**config.mk**
```make
export PLATFORM = sky130hd
export DESIGN_NAME = cla_pipe_addsub
export DESIGN_NICKNAME = d
export VERILOG_FILES = /design/src/rtl/cla_pipe_addsub.sv
export SDC_FILE = /design/constraint.sdc
export NUM_CORES = 1
export LEC_CHECK = 0
export BUFFER_PORTS_ARGS = -buffer_cell sky130_fd_sc_hd__buf_2
export CAP_MARGIN = 20
export CORE_ASPECT_RATIO = 0.5
export CORE_MARGIN = 4
export CORE_UTILIZATION = 55
export DETAILED_ROUTE_END_ITERATION = 12
export GPL_ROUTABILITY_DRIVEN = 0
export GPL_TIMING_DRIVEN = 0
export PLACE_DENSITY = 0.8
export RECOVER_POWER = 25
export SLEW_MARGIN = 40
export SYNTH_ARGS = -nofsm -noshare
export SYNTH_HDL_FRONTEND = slang
export SYNTH_SLANG_ARGS = --single-unit
```
**constraint.sdc**
```tcl
create_clock -name clk -period 3.7 [get_ports clk]
set_input_delay 0.555 -clock clk [delete_from_list [all_inputs] [get_ports clk]]
set_output_delay 0.555 -clock clk [all_outputs]
set_load 0.05 [all_outputs]
```
**src/rtl/cla_pipe_addsub.sv**
```systemverilog
// Pipelined carry-lookahead adder/subtractor.
// The operand word is split into SEG-bit segments; each segment resolves in
// its own pipeline stage using 4-bit lookahead groups plus a second-level
// lookahead across the groups of the segment. The carry between segments
// travels through the stage registers. A valid/ready handshake stalls the
// whole pipeline when the consumer is not ready.
module cla_pipe_addsub #(
    parameter int WIDTH = 32,
    parameter int SEG   = 16
) (
    input  logic             clk,
    input  logic             rst_n,
    input  logic             in_valid,
    output logic             in_ready,
    input  logic [WIDTH-1:0] a,
    input  logic [WIDTH-1:0] b,
    input  logic             ci,
    input  logic             sub,
    output logic             out_valid,
    input  logic             out_ready,
    output logic [WIDTH-1:0] S,
    output logic             Co,
    output logic             ovf,
    output logic             zero,
    output logic             GGo,
    output logic             PGo
);

    localparam int NSEG = WIDTH / SEG;
    localparam int NG   = SEG / 4;

    typedef struct packed {
        logic [SEG-1:0] s;
        logic           co;
        logic           gg;
        logic           pg;
    } seg_res_t;

    // One segment: 4-bit group lookahead, then a flat lookahead over the
    // groups (every group carry is a sum of products, no group-to-group chain).
    function automatic seg_res_t seg_cla(input logic [SEG-1:0] x,
                                         input logic [SEG-1:0] y,
                                         input logic           cin);
        seg_res_t     r;
        logic [SEG-1:0] p, g, c;
        logic [NG-1:0]  gp, gg;
        logic [NG:0]    gc;
        logic [3:0]     pj, gj;
        logic           acc, prod, pall, cj;
        p    = x ^ y;
        g    = x & y;
        acc  = 1'b0;
        pall = 1'b1;
        for (int j = 0; j < NG; j++) begin
            pj    = p[4*j +: 4];
            gj    = g[4*j +: 4];
            gp[j] = &pj;
            gg[j] = gj[3] | (pj[3] & gj[2]) | (pj[3] & pj[2] & gj[1])
                  | (pj[3] & pj[2] & pj[1] & gj[0]);
        end
        gc[0] = cin;
        for (int j = 1; j <= NG; j++) begin
            acc = 1'b0;
            for (int i = 0; i < j; i++) begin
                prod = gg[i];
                for (int m = i + 1; m < j; m++) begin
                    prod = prod & gp[m];
                end
                acc = acc | prod;
            end
            pall = 1'b1;
            for (int m = 0; m < j; m++) begin
                pall = pall & gp[m];
            end
            gc[j] = acc | (pall & cin);
        end
        // acc/pall now hold the whole-segment generate/propagate (j == NG)
        r.gg = acc;
        r.pg = pall;
        for (int j = 0; j < NG; j++) begin
            pj = p[4*j +: 4];
            gj = g[4*j +: 4];
            cj = gc[j];
            c[4*j]     = cj;
            c[4*j + 1] = gj[0] | (pj[0] & cj);
            c[4*j + 2] = gj[1] | (pj[1] & gj[0]) | (pj[1] & pj[0] & cj);
            c[4*j + 3] = gj[2] | (pj[2] & gj[1]) | (pj[2] & pj[1] & gj[0])
                       | (pj[2] & pj[1] & pj[0] & cj);
        end
        r.s  = p ^ c;
        r.co = gc[NG];
        return r;
    endfunction

    logic advance_s;

    genvar k;
    generate
        for (k = 0; k < NSEG; k++) begin : stg
            // RW: operand bits still unresolved entering this stage
            // LW: result bits resolved once this stage has registered
            localparam int RW = WIDTH - k * SEG;
            localparam int LW = (k + 1) * SEG;

            logic [RW-1:0] op_a_s;
            logic [RW-1:0] op_bx_s;
            logic          cin_s;
            logic          vin_s;
            seg_res_t      res_s;
            logic [LW-1:0] sum_s;
            logic          gg_s;
            logic          pg_s;

            logic          v_r;
            logic          c_r;
            logic          gg_r;
            logic          pg_r;
            logic [LW-1:0] s_r;

            if (k == 0) begin : g_first
                assign op_a_s  = a;
                assign op_bx_s = sub ? ~b : b;
                assign cin_s   = ci ^ sub;
                assign vin_s   = in_valid;
                assign sum_s   = res_s.s;
                assign gg_s    = res_s.gg;
                assign pg_s    = res_s.pg;
            end else begin : g_next
                assign op_a_s  = stg[k-1].g_fwd.a_r;
                assign op_bx_s = stg[k-1].g_fwd.bx_r;
                assign cin_s   = stg[k-1].c_r;
                assign vin_s   = stg[k-1].v_r;
                assign sum_s   = {res_s.s, stg[k-1].s_r};
                assign gg_s    = res_s.gg | (res_s.pg & stg[k-1].gg_r);
                assign pg_s    = res_s.pg & stg[k-1].pg_r;
            end

            assign res_s = seg_cla(op_a_s[SEG-1:0], op_bx_s[SEG-1:0], cin_s);

            // Stage register: segment sum, carry and running group terms move together
            always_ff @(posedge clk or negedge rst_n) begin
                if (!rst_n) begin
                    v_r  <= 1'b0;
                    c_r  <= 1'b0;
                    gg_r <= 1'b0;
                    pg_r <= 1'b0;
                    s_r  <= {LW{1'b0}};
                end else if (advance_s) begin
                    v_r  <= vin_s;
                    c_r  <= res_s.co;
                    gg_r <= gg_s;
                    pg_r <= pg_s;
                    s_r  <= sum_s;
                end
            end

            if (k < NSEG - 1) begin : g_fwd
                logic [RW-SEG-1:0] a_r;
                logic [RW-SEG-1:0] bx_r;

                // Delay the not-yet-resolved upper operand bits to the next stage
                always_ff @(posedge clk or negedge rst_n) begin
                    if (!rst_n) begin
                        a_r  <= {(RW-SEG){1'b0}};
                        bx_r <= {(RW-SEG){1'b0}};
                    end else if (advance_s) begin
                        a_r  <= op_a_s[RW-1:SEG];
                        bx_r <= op_bx_s[RW-1:SEG];
                    end
                end
            end else begin : g_last
                logic ovf_s;
                logic zero_s;
                logic ovf_r;
                logic zero_r;

                // carry into the MSB is p[msb] ^ s[msb]
                assign ovf_s  = op_a_s[SEG-1] ^ op_bx_s[SEG-1] ^ res_s.s[SEG-1] ^ res_s.co;
                assign zero_s = (sum_s == {LW{1'b0}});

                // Register the word-level flags alongside the final sum
                always_ff @(posedge clk or negedge rst_n) begin
                    if (!rst_n) begin
                        ovf_r  <= 1'b0;
                        zero_r <= 1'b0;
                    end else if (advance_s) begin
                        ovf_r  <= ovf_s;
                        zero_r <= zero_s;
                    end
                end
            end
        end
    endgenerate

    // The pipeline moves as a unit whenever the output slot is free or drained
    assign advance_s = ~stg[NSEG-1].v_r | out_ready;
    assign in_ready  = advance_s;
    assign out_valid = stg[NSEG-1].v_r;
    assign S         = stg[NSEG-1].s_r;
    assign Co        = stg[NSEG-1].c_r;
    assign GGo       = stg[NSEG-1].gg_r;
    assign PGo       = stg[NSEG-1].pg_r;
    assign ovf       = stg[NSEG-1].g_last.ovf_r;
    assign zero      = stg[NSEG-1].g_last.zero_r;

endmodule

```
Yosys cells after proc, flatten, opt, wreduce, memory -nomap -nowiden. Cells that the tools add are included.

Logic and storage cells: 270. Output and inout bits: 39. Register bits after elaboration: 90.

Multiplexer cells: 1. Bitwise gates (word level): 246. Reductions and logical operators: 9.

Operators with widths (count): $and 1x1->1 (140); $or 1x1->1 (94); $xor 16x16->16 (4); $and 16x16->16 (2); $logic_not 32->1 (1); $mux 32 (1); $not 32->32 (1); $reduce_and 4->1 (8); $xor 1x1->1 (4); $not 1->1 (1).

Longest topological paths before layout. Gate-level depths: netlist of the first run.

Depth after elaboration: 15. Mapped depth: 13.

Worst setup path before layout of the first run. OpenSTA, ideal clock, no wires.

Path type: input port to flip-flop. Start point: in sub. End point: reg stg[0].s_r[13]. Setup time: 164 ps. Stages on the path: 13. Arrival time: 3036 ps. Slack: 501 ps. Buffers on the path: 2. Required time: 3536 ps. Cells stage by stage: buf_2 buf_1 xor2_1 ha_1 a21oi_1 o21ai_0 a21oi_1 a41oi_1 or2_2 inv_1 fa_1 xor2_1 a21oi_1.

Longest elaborated chain between the ends: 14. Elaborated cells between the ends (all ways): 43. Classes of those cells: mux (1); bitwise (39); reduce/logical (3).

RTL lines: from (decl) (line 18) `input logic sub,`; $mux 32 (line 122) `assign op_bx_s = sub ? ~b : b;`; $xor 16x16->16 / $and 16x16->16 (equally long branches) (line 50, 51); $and 1x1->1 (on tied branches) (line 58, 59); $or 1x1->1, or another cell as far along (line 58) `gg[j] = gj[3] | (pj[3] & gj[2]) | (pj[3] & pj[2] & gj[1])`; $or 1x1->1 / $and 1x1->1 (equally long branches) (line 58, 59); $or 1x1->1 (line 59) `| (pj[3] & pj[2] & pj[1] & gj[0]);`; $and 1x1->1 (2 in series) (line 67) `prod = prod & gp[m];`; $or 1x1->1 (2 in series) (line 69) `acc = acc | prod;`; $or 1x1->1 (line 75) `gc[j] = acc | (pall & cin);`; $and 1x1->1 (line 85) `c[4*j + 1] = gj[0] | (pj[0] & cj);`; $or 1x1->1 (line 85); $xor 16x16->16 (*) (line 90) `r.s = p ^ c;`; to (signal assigned) (line 147) `s_r <= {LW{1'b0}};`; to (signal assigned) (line 153) `s_r <= sum_s;`; to (decl) (line 118) `logic [LW-1:0] s_r;`.

Mark *: on every way between the ends. The rest lies on a longest branch, timed or not. A chain may end at the register's enable or synchronous reset.

Worst setup path after layout of the first run.
Start point: reg stg[0].g_fwd.a_r[3]. End point: reg stg[1].g_last.zero_r (netlist: zero).

Longest elaborated chain between the ends: 14. Elaborated cells between the ends (all ways): 44. Classes of those cells: bitwise (42); reduce/logical (2).

RTL lines: from (decl) (line 158) `logic [RW-SEG-1:0] a_r;`; from (signal assigned) (line 164) `a_r <= {(RW-SEG){1'b0}};`; from (signal assigned) (line 167) `a_r <= op_a_s[RW-1:SEG];`; $xor 16x16->16 (line 50) `p = x ^ y;`; $and 1x1->1 (on tied branches) (line 58, 59); $or 1x1->1, or another cell as far along (line 58); $or 1x1->1 / $and 1x1->1 (equally long branches) (line 58, 59); $or 1x1->1 (line 59); $and 1x1->1 (2 in series) (line 67); $or 1x1->1 (2 in series) (line 69); $or 1x1->1 (line 75); $and 1x1->1 (on tied branches) (line 85, 86, 88); $or 1x1->1 (on tied branches) (line 85, 86, 88); $xor 16x16->16 (*) (line 90); $logic_not 32->1 (*) (line 179) `assign zero_s = (sum_s == {LW{1'b0}});`; to (signal assigned) (line 188) `zero_r <= zero_s;`; to (decl) (line 175) `logic zero_r;`.

Marks and branches as above.

==> flow_metrics.env, run 1 <==
export IMPL_min_period_over_period_pct=97.2
export IMPL_fin_worst_skew_ps=7.78
export IMPL_holdCritPathClass="in -> reg"
export IMPL_grt_overflow_total=0
export IMPL_cpPeakStageDelay_ps=400
export IMPL_wirelength_um=13600
export IMPL_drt_iter0_markers=369
export IMPL_vdd_drop_max_mv=0.261
export IMPL_dr_pass1_iters=5
export IMPL_die_h_um=76.7
export IMPL_fin_nets=805
export IMPL_hold_viol_final=0
export IMPL_fin_ws_ps=103
export IMPL_avgSynthCellArea_sq_um=9.04
export IMPL_endpoint_kind="flip-flop"
export IMPL_power_leakage_nw=3.08
export IMPL_routedWlPerCell_um=16.6
export IMPL_place_hpwl_um=10100
export IMPL_grt_use_met1_pct=32.5
export IMPL_relSlewSlack_pct=-3.43
export IMPL_cts_tree="done"
export IMPL_finalCriticalPeriod_ps=3600
export IMPL_critical_path_top_delay_family="simple AND/OR/NAND/NOR gates"
export IMPL_cts_root_buf="clkbuf_16"
export IMPL_vias=4507
export IMPL_final_max_slew_viol_count=63
export IMPL_start_util_pct=58.1
export IMPL_grtUsageTotal_pct=24.4
export IMPL_grt_most_used_layer="met2"
export IMPL_row_count=24
export IMPL_multi_input_area_sq_um=2790
export IMPL_fmax_ghz=0.278
export IMPL_antenna_left=0
export IMPL_synth_seq_area_share_pct=43.3
export IMPL_synth_edf_count=0
export IMPL_crit_path_start_kind="flip-flop"
export IMPL_regArea_sq_um=2250
export IMPL_cp_slowest_cell="ha_1"
export IMPL_route_detailed_drc=0
export IMPL_finalSetupTns_ps=0
export IMPL_numCtsBuffers=9
export IMPL_nFillCells=711
export IMPL_setup_violations=0
export IMPL_viasPerCell=5.52
export IMPL_cts_sinks=90
export IMPL_drive_above_1_share_pct=21.1
export IMPL_grtUsageMet2_pct=39.9
export IMPL_io_buffers=107
export IMPL_crit_arrival_ps=3880
export IMPL_crit_type="reg -> reg"
export IMPL_die_w_um=145
export IMPL_antenna_found_initial=0
export IMPL_grt_pass1_vias=4559
export IMPL_clock_latency_ps=350
export IMPL_post_route_cell_area_sq_um=6220
export IMPL_cts_clk_slew_worst_paths_ps=70
export IMPL_htreeDepth=3
export IMPL_core_area_sq_um=8950
export IMPL_async_flop_share_pct=100
export IMPL_fin_util_pct=69.5
export IMPL_clock_path_buffers=2
export IMPL_ys_ff_latch=90
export IMPL_diodes=0
export IMPL_rsz0062_at_grt="no"
export IMPL_worstPathRequired_ps=3980
export IMPL_outcome="finished, violations left"
export IMPL_worst_pin_slew_ps=1550
export IMPL_yosysWarningCount=0
export IMPL_syn_inst=575
export IMPL_violations="max-capacitance violations, max-slew violations"
export IMPL_grt_first_pass_wirelength_um=21900
export IMPL_dieArea_sq_um=11200
export IMPL_maxCapViolations=1
export IMPL_crit_buf_inv=1
export IMPL_synth_fp_nets=685
export IMPL_synth_area_sq_um=5200
export IMPL_worstPathMaxFanout=6
export IMPL_whs_ps=398
export IMPL_use_met3_pct=6.36
export IMPL_synth_ff_type="dfrtp_1"
export IMPL_path_cells="ha_1 -> and3_4 -> and4_1 -> a211oi_4 -> inv_1 -> fa_1 -> xnor2_1 -> nand4_1 -> nor4_2 -> o211ai_1 -> nor4b_2 -> a31o_1"
export IMPL_grt_max_degree=63
export IMPL_p_per_area_nw_per_um2=682
export IMPL_io_pin_count=109
export IMPL_placed_area_sq_um=5910
export IMPL_synthToLayoutAreaGrowth_pct=19.6
export IMPL_ys_types=56
export IMPL_pre_cts_ws_ps=-161
area by class of cell:
class                           instances  area share (%)
Buffer                                 24            1.65
Clock buffer                           12            4.29
Clock inverter                          4           0.543
Inverter                               20            1.21
Multi-Input combinational cell        441            44.9
Sequential cell                        90            36.2
Tap cell                              117            2.36
Timing Repair Buffer                  109            8.80
timing repair:
item / in CTS / in global routing
pin swaps: 0 / 2
resized for setup: 2 / 5
setup buffers: 0 / 1
endpoints found under the setup margin: 1 / 2
hold buffers: 0 / 0
layout by cell type (no fill, tap or decap), types with 3 or more instances in the layout:
cell	synthesis	final
nor4_2	0	3
o21a_1	3	3
a21oi_2	4	5
fa_1	8	8
xnor2_1	24	24
o31ai_1	4	4
dfrtp_1	90	90
o21bai_1	4	4
and3_1	4	4
nand3_1	5	5
inv_1	19	19
a21oi_1	33	32
buf_2	2	108
nor2_1	35	35
a21o_1	9	9
nand4_1	7	7
o21ai_1	3	3
nand2_1	154	154
nand2b_1	3	3
clkbuf_16	0	9
a211oi_1	3	3
and2_1	3	3
clkbuf_2	0	3
clkbuf_1	17	18
nor2b_1	4	4
xor2_1	28	28
ha_1	32	32
nor3b_1	4	4
clkbuf_8	0	3
o21ai_0	32	32
registers in the layout (all words and copies together) (netlist names), 16 cells and up:
name and count:
stg.g_fwd.bx_r 16, stg.g_fwd.a_r 16, stg.s_r 16, S 32
power breakdown:
part | leakage (nW) | total, mW | switching (mW) | internal, mW
registers | 1.07 | 1.45 | 0.192 | 1.26
clock network | 0.145 | 0.910 | 0.395 | 0.515
logic | 1.86 | 1.88 | 1.31 | 0.567
kinds of logic after synthesis:
| family | after synthesis | share of synthesized area [%] |
|---|---|---|
| adders and majority gates | 40 | 10.8 |
| and+or+nand+nor | 235 | 19.6 |
| xor gates and xnor gates | 52 | 8.76 |
| DFF | 90 | 43.3 |
| muxes | 1 | 0.193 |
| buffers and inverters | 44 | 3.37 |
| AOI/OAI and AO/OA | 113 | 13.9 |
routing by layer:
| metal | part of all wire [%] | wire length [um] |
|---|---|---|
| met1 | 45 | 6060 |
| met2 | 47 | 6320 |
| met3 | 7.1 | 958 |
| met4 | 1.5 | 207 |
| met5 | 0 | 0 |
stage by stage:
step / power [mW] / cells
finish: 4.24 / 817
global route: 4.46 / 817
CTS: 4.22 / 816
detailed placement: 3.30 / 800
global placement: 3.26 / 799
floorplan: 2.78 / 575
path summary, 6_finish.rpt:
path	startpoint	to	cells past startpoint	slack (ps)
min in group asynchronous	rst_n	S[6]$_DFFE_PN0P_	1	550
worst max register to register	stg[0].g_fwd.a_r[3]$_DFFE_PN0P_	zero$_DFFE_PN0P_	12	100
worst min-delay path	a[29]	stg[0].g_fwd.a_r[13]$_DFFE_PN0P_	3	400
worst max-delay path	stg[0].g_fwd.a_r[3]$_DFFE_PN0P_	zero$_DFFE_PN0P_	12	100
worst min register to register	S[4]$_DFFE_PN0P_	S[4]$_DFFE_PN0P_	2	460
max in group asynchronous	rst_n	stg[0].g_fwd.a_r[5]$_DFFE_PN0P_	2	930
worst min-delay path, cell delays in order:
cell and delay (ps):
buf_2 70, nand2_1 40, nand2_1 50
cell usage after synthesis (all sizes together), types with 2 or more instances:
master / n / area share, %
o21bai: 4 / 0.58
and4: 2 / 0.39
nor4b: 2 / 0.46
xnor2: 24 / 4.0
inv: 20 / 1.4
a21o: 9 / 1.3
o31ai: 4 / 0.58
nand2b: 3 / 0.36
nor2: 35 / 2.5
nor3b: 4 / 0.58
buf: 7 / 0.70
nor4: 4 / 0.48
xor2: 28 / 4.7
o211ai: 2 / 0.29
or3: 2 / 0.24
a31oi: 2 / 0.24
fa: 8 / 3.1
nand3: 5 / 0.48
or2: 2 / 0.24
and3: 5 / 0.70
nand4: 7 / 0.84
ha: 32 / 7.7
o21a: 4 / 0.72
a21oi: 37 / 3.9
nor2b: 4 / 0.48
a211oi: 4 / 0.82
or4: 2 / 0.29
dfrtp: 90 / 43
nand2: 154 / 11
o21ai: 36 / 3.5
and2: 3 / 0.36
clkbuf: 17 / 1.2
Note: power is estimated with default switching activity, not from simulation.
==> inputs of run 2 (changes only) <==
- CORE_MARGIN: 4 -> 2
==> flow_metrics.env, run 2 (synthesis results as in run 1) <==
export IMPL_outcome="finished, violations left"
export IMPL_violations="max-capacitance violations, max-slew violations"
export IMPL_largest_register_ffs=32
export IMPL_cts_clk_slew_worst_paths_ps=70
export IMPL_clock_path_buffers=2
export IMPL_path_cells="ha_1 -> a211oi_2 -> o21bai_2 -> a211oi_4 -> inv_1 -> fa_2 -> xnor2_1 -> nand4_1 -> nor4_2 -> o211ai_1 -> nor4b_2 -> a31o_1"
export IMPL_grtUsageTotal_pct=26.7
export IMPL_worst_pin_slew_ps=2040
export IMPL_dr_pass1_iters=8
export IMPL_vias=4551
export IMPL_regArea_sq_um=2250
export IMPL_place_hpwl_um=9780
export IMPL_met2_length_um=6220
export IMPL_clock_latency_ps=350
export IMPL_min_period_over_period_pct=94.4
export IMPL_fin_worst_skew_ps=6.26
export IMPL_fmax_ghz=0.286
export IMPL_wirelength_um=13200
export IMPL_vdd_drop_max_mv=0.252
export IMPL_worstPathMaxFanout=4
export IMPL_diodes=0
export IMPL_holdCritPathClass="in -> reg"
export IMPL_cp_slowest_cell="dfrtp_1"
export IMPL_antenna_left=0
export IMPL_core_area_sq_um=9320
export IMPL_maxCapViolations=1
export IMPL_antenna_found_initial=0
export IMPL_finalCriticalPeriod_ps=3490
export IMPL_synthToLayoutAreaGrowth_pct=19.8
export IMPL_nFillCells=751
export IMPL_multi_input_area_sq_um=2810
export IMPL_finalSetupTns_ps=0
export IMPL_cts_root_buf="clkbuf_16"
export IMPL_top_layer="met4"
export IMPL_cts_sinks=90
export IMPL_hold_viol_final=0
export IMPL_grt_first_pass_wirelength_um=21300
export IMPL_fin_nets=806
export IMPL_crit_arrival_ps=3780
export IMPL_pre_cts_ws_ps=-96.9
export IMPL_numCtsBuffers=9
export IMPL_drive_above_1_share_pct=22.0
export IMPL_dieArea_sq_um=10300
export IMPL_fin_util_pct=66.8
export IMPL_start_util_pct=55.8
export IMPL_htreeDepth=3
export IMPL_grt_overflow_total=0
export IMPL_grt_pass1_vias=4422
export IMPL_p_per_area_nw_per_um2=678
export IMPL_setup_violations=0
export IMPL_final_max_slew_viol_count=41
export IMPL_route_detailed_drc=0
export IMPL_wl_met1_um=6040
export IMPL_cpPeakStageDelay_ps=390
export IMPL_worstPathRequired_ps=3980
export IMPL_drt_iter0_markers=383
export IMPL_whs_ps=399
export IMPL_die_w_um=141
export IMPL_fin_ws_ps=207
export IMPL_layout_commonest_cell="nand2_1"
export IMPL_row_count=25
export IMPL_relSlewSlack_pct=-36.3
export IMPL_crit_path_start_kind="flip-flop"
export IMPL_io_buffers=107
export IMPL_die_h_um=72.7
export IMPL_cts_tree="done"
export IMPL_crit_type="reg -> reg"
export IMPL_viasPerCell=5.54
export IMPL_wl_met3_um=802
export IMPL_rsz0062_at_grt="no"
export IMPL_grt_max_degree=52
export IMPL_ctsHoldBuffers=0
export IMPL_routedWlPerCell_um=16.0
export IMPL_endpoint_kind="flip-flop"
export IMPL_power_leakage_nw=3.07
export IMPL_final_cell_mix="154 x nand2_1, 108 x buf_2, 90 x dfrtp_1"
export IMPL_io_pin_count=109
run 2: cell types whose count changed in the layout (fill, tap and decap cells not counted), sizes merged:
cell and delta:
clkinv -1, inv +1, clkinvlp +1, buf +1
clkbuf -1
run 2: final timing paths:
path	from	to	slack, ps	cells past startpoint
setup / recovery	stg[0].g_fwd.a_r[5]$_DFFE_PN0P_	zero$_DFFE_PN0P_	210	12
min in group asynchronous	rst_n	S[7]$_DFFE_PN0P_	780	1
hold / removal	a[29]	stg[0].g_fwd.a_r[13]$_DFFE_PN0P_	400	3
hold reg to reg	S[15]$_DFFE_PN0P_	S[15]$_DFFE_PN0P_	460	2
max in group asynchronous	rst_n	stg[0].g_fwd.bx_r[3]$_DFFE_PN0P_	780	2
setup reg to reg	stg[0].g_fwd.a_r[5]$_DFFE_PN0P_	zero$_DFFE_PN0P_	210	12
run 2: metal layers:
layer,GRT usage (%),up-vias
met5,0,-
met4,5.44,0
met3,6.96,16
met2,44.1,150
met1,36.5,2218
li1,-,2167
run 2: worst max-delay path, delay by kind of cell (launching register included):
kind                       cells  cell delay (ps)
AOI/OAI and AO/OA              5             1060
and+or+nand+nor                3              800
adders and majority gates      2              720
DFF                            1              390
xor gates and xnor gates       1              360
buffers and inverters          1              100
run 2: report_power, final:
part / switching, mW / internal [mW] / leakage (nW)
registers: 0.192 / 1.26 / 1.07
clock network: 0.395 / 0.477 / 0.133
logic: 1.32 / 0.583 / 1.86
run 2: cell type report:
type                            count  area share [%]
Timing Repair Buffer              110            8.90
Multi-Input combinational cell    441            45.1
Inverter                           20            1.21
Tap cell                          121            2.43
Clock buffer                       11            3.90
Sequential cell                    90            36.2
Buffer                             24            1.65
Clock inverter                      5           0.603
run 2: per-stage QoR:
step,cell area [sq um],cells,power (mW)
2_1_floorplan,5200,575,2.78
3_3_place_gp,5880,803,3.25
3_5_place_dp,5920,804,3.30
4_1_cts,6210,821,4.17
5_1_grt,6230,822,4.45
6_report,6230,822,4.22
run 2: what timing repair did:
action                     CTS  global route
setup endpoints to repair    1             2
pin swaps                    1             2
hold endpoints to repair     0             0
resized for setup            1            12
buffers inserted             1             1
==> inputs of run 3 (changes only) <==
- CAP_MARGIN: 20 -> default
- clock period: 3.7 -> 4.25 ns (I/O delays scaled with it)
==> flow_metrics.env, run 3 (synthesis results as in run 1) <==
export IMPL_min_period_over_period_pct=91.3
export IMPL_path_cells="ha_1 -> a21oi_1 -> o21ai_2 -> a211oi_4 -> inv_1 -> fa_1 -> nor4_1 -> nand4_1 -> nor4_1 -> o211ai_1 -> nor4b_2 -> a31o_1"
export IMPL_synthToLayoutAreaGrowth_pct=18.7
export IMPL_setup_violations=0
export IMPL_violations="max-capacitance violations, max-slew violations"
export IMPL_final_max_slew_viol_count=41
export IMPL_io_buffers=107
export IMPL_outcome="finished, violations left"
export IMPL_power_leakage_nw=3.05
export IMPL_finalSetupTns_ps=0
export IMPL_endpoint_kind="flip-flop"
export IMPL_start_util_pct=55.8
export IMPL_viasPerCell=5.57
export IMPL_cts_setup_buffers=0
export IMPL_diodes=0
export IMPL_grt_pass1_vias=4394
export IMPL_crit_arrival_ps=4170
export IMPL_ctsHoldBuffers=0
export IMPL_relSlewSlack_pct=-36.2
export IMPL_drt_iter0_markers=323
export IMPL_regArea_sq_um=2250
export IMPL_cts_clk_slew_worst_paths_ps=60
export IMPL_crit_top_cell="nor4_1"
export IMPL_die_h_um=72.7
export IMPL_place_hpwl_um=9780
export IMPL_regToRegSetupSlack_ps=370
export IMPL_antenna_left=0
export IMPL_holdCritPathClass="reg -> reg"
export IMPL_final_cell_mix="154 x nand2_1, 108 x buf_2, 90 x dfrtp_1"
export IMPL_row_count=25
export IMPL_grt_first_pass_wirelength_um=21200
export IMPL_nFillCells=753
export IMPL_grtUsageTotal_pct=26.6
export IMPL_io_pin_count=109
export IMPL_htreeDepth=3
export IMPL_multi_input_area_sq_um=2770
export IMPL_crit_type="reg -> reg"
export IMPL_maxCapViolations=1
export IMPL_cts_tree="done"
export IMPL_cts_resized_gates=0
export IMPL_grt_overflow_total=0
export IMPL_grt_max_degree=52
export IMPL_routedWlPerCell_um=15.7
export IMPL_total_power_mw=3.63
export IMPL_fin_worst_skew_ps=4.66
export IMPL_vias=4566
export IMPL_cts_sinks=90
export IMPL_worstPathMaxFanout=6
export IMPL_worst_pin_slew_ps=2040
export IMPL_dr_pass1_iters=5
export IMPL_cp_slowest_cell="fa_1"
export IMPL_largest_register_ffs=32
export IMPL_hold_viol_final=0
export IMPL_core_area_sq_um=9320
export IMPL_clock_latency_ps=350
export IMPL_crit_path_start_kind="flip-flop"
export IMPL_drive_above_1_share_pct=20.0
export IMPL_die_w_um=141
export IMPL_cpPeakStageDelay_ps=570
export IMPL_rsz0062_at_grt="no"
export IMPL_antenna_found_initial=0
export IMPL_numCtsBuffers=9
export IMPL_fin_util_pct=66.2
export IMPL_cts_root_buf="clkbuf_16"
export IMPL_whs_ps=461
export IMPL_layout_commonest_cell="nand2_1"
export IMPL_clock_path_buffers=2
export IMPL_vdd_drop_max_mv=0.219
export IMPL_fmax_ghz=0.258
export IMPL_route_detailed_drc=0
export IMPL_p_per_area_nw_per_um2=589
export IMPL_dieArea_sq_um=10300
export IMPL_fin_nets=804
export IMPL_worstPathRequired_ps=4540
export IMPL_wirelength_um=12900
export IMPL_finalCriticalPeriod_ps=3880
[run 3: report_power, final]
part / switching [mW] / internal [mW] / leakage, nW
clock: 0.341 / 0.415 / 0.133
combinational: 1.13 / 0.489 / 1.85
sequential: 0.161 / 1.10 / 1.07
[run 3: worst max-delay path: cells and delay by family, from the launching register on]
kind,cells,cell delay [ps]
adder cells (fa/ha/maj),2,960
AND/OR/NAND/NOR,4,1190
AO/OA/AOI/OAI,5,1150
flip-flops,1,390
buffers and inverters,1,110
[run 3: final timing paths]
check,from,endpoint,depth (start not counted)
setup / recovery,stg[0].g_fwd.a_r[3]$_DFFE_PN0P_,zero$_DFFE_PN0P_,12
hold / removal,S[15]$_DFFE_PN0P_,S[15]$_DFFE_PN0P_,2
setup reg to reg,stg[0].g_fwd.a_r[3]$_DFFE_PN0P_,zero$_DFFE_PN0P_,12
hold reg to reg,S[15]$_DFFE_PN0P_,S[15]$_DFFE_PN0P_,2
max in group asynchronous,rst_n,stg[0].g_fwd.bx_r[3]$_DFFE_PN0P_,2
min in group asynchronous,rst_n,S[6]$_DFFE_PN0P_,1
[run 3: layer usage]
metal	wire [um]	GRT usage (%)	vias to the layer above
li1	-	-	2173
met5	0	0	-
met2	5990	43.6	148
met3	843	6.82	14
met4	150	5.33	0
met1	5900	36.6	2231
[run 3: metrics by stage]
| step | cells | setup slack [ps] | instance area [sq um] |
|---|---|---|---|
| 2_1_floorplan | 575 | 968 | 5200 |
| 3_5_place_dp | 804 | 371 | 5920 |
| 6_report | 820 | 369 | 6170 |
| 5_1_grt | 820 | 140 | 6170 |
| 4_1_cts | 820 | 454 | 6200 |
| 3_3_place_gp | 803 | 400 | 5880 |
[run 3: area by class of cell]
| class | instances | area share [%] |
|---|---|---|
| plain buffers | 24 | 1.62 |
| clock buffers | 11 | 3.94 |
| clock inverters | 5 | 0.609 |
| inverters | 20 | 1.22 |
| multi-input cells | 441 | 44.9 |
| flip-flops and latches | 90 | 36.5 |
| well taps | 121 | 2.45 |
| repair buffers | 108 | 8.74 |
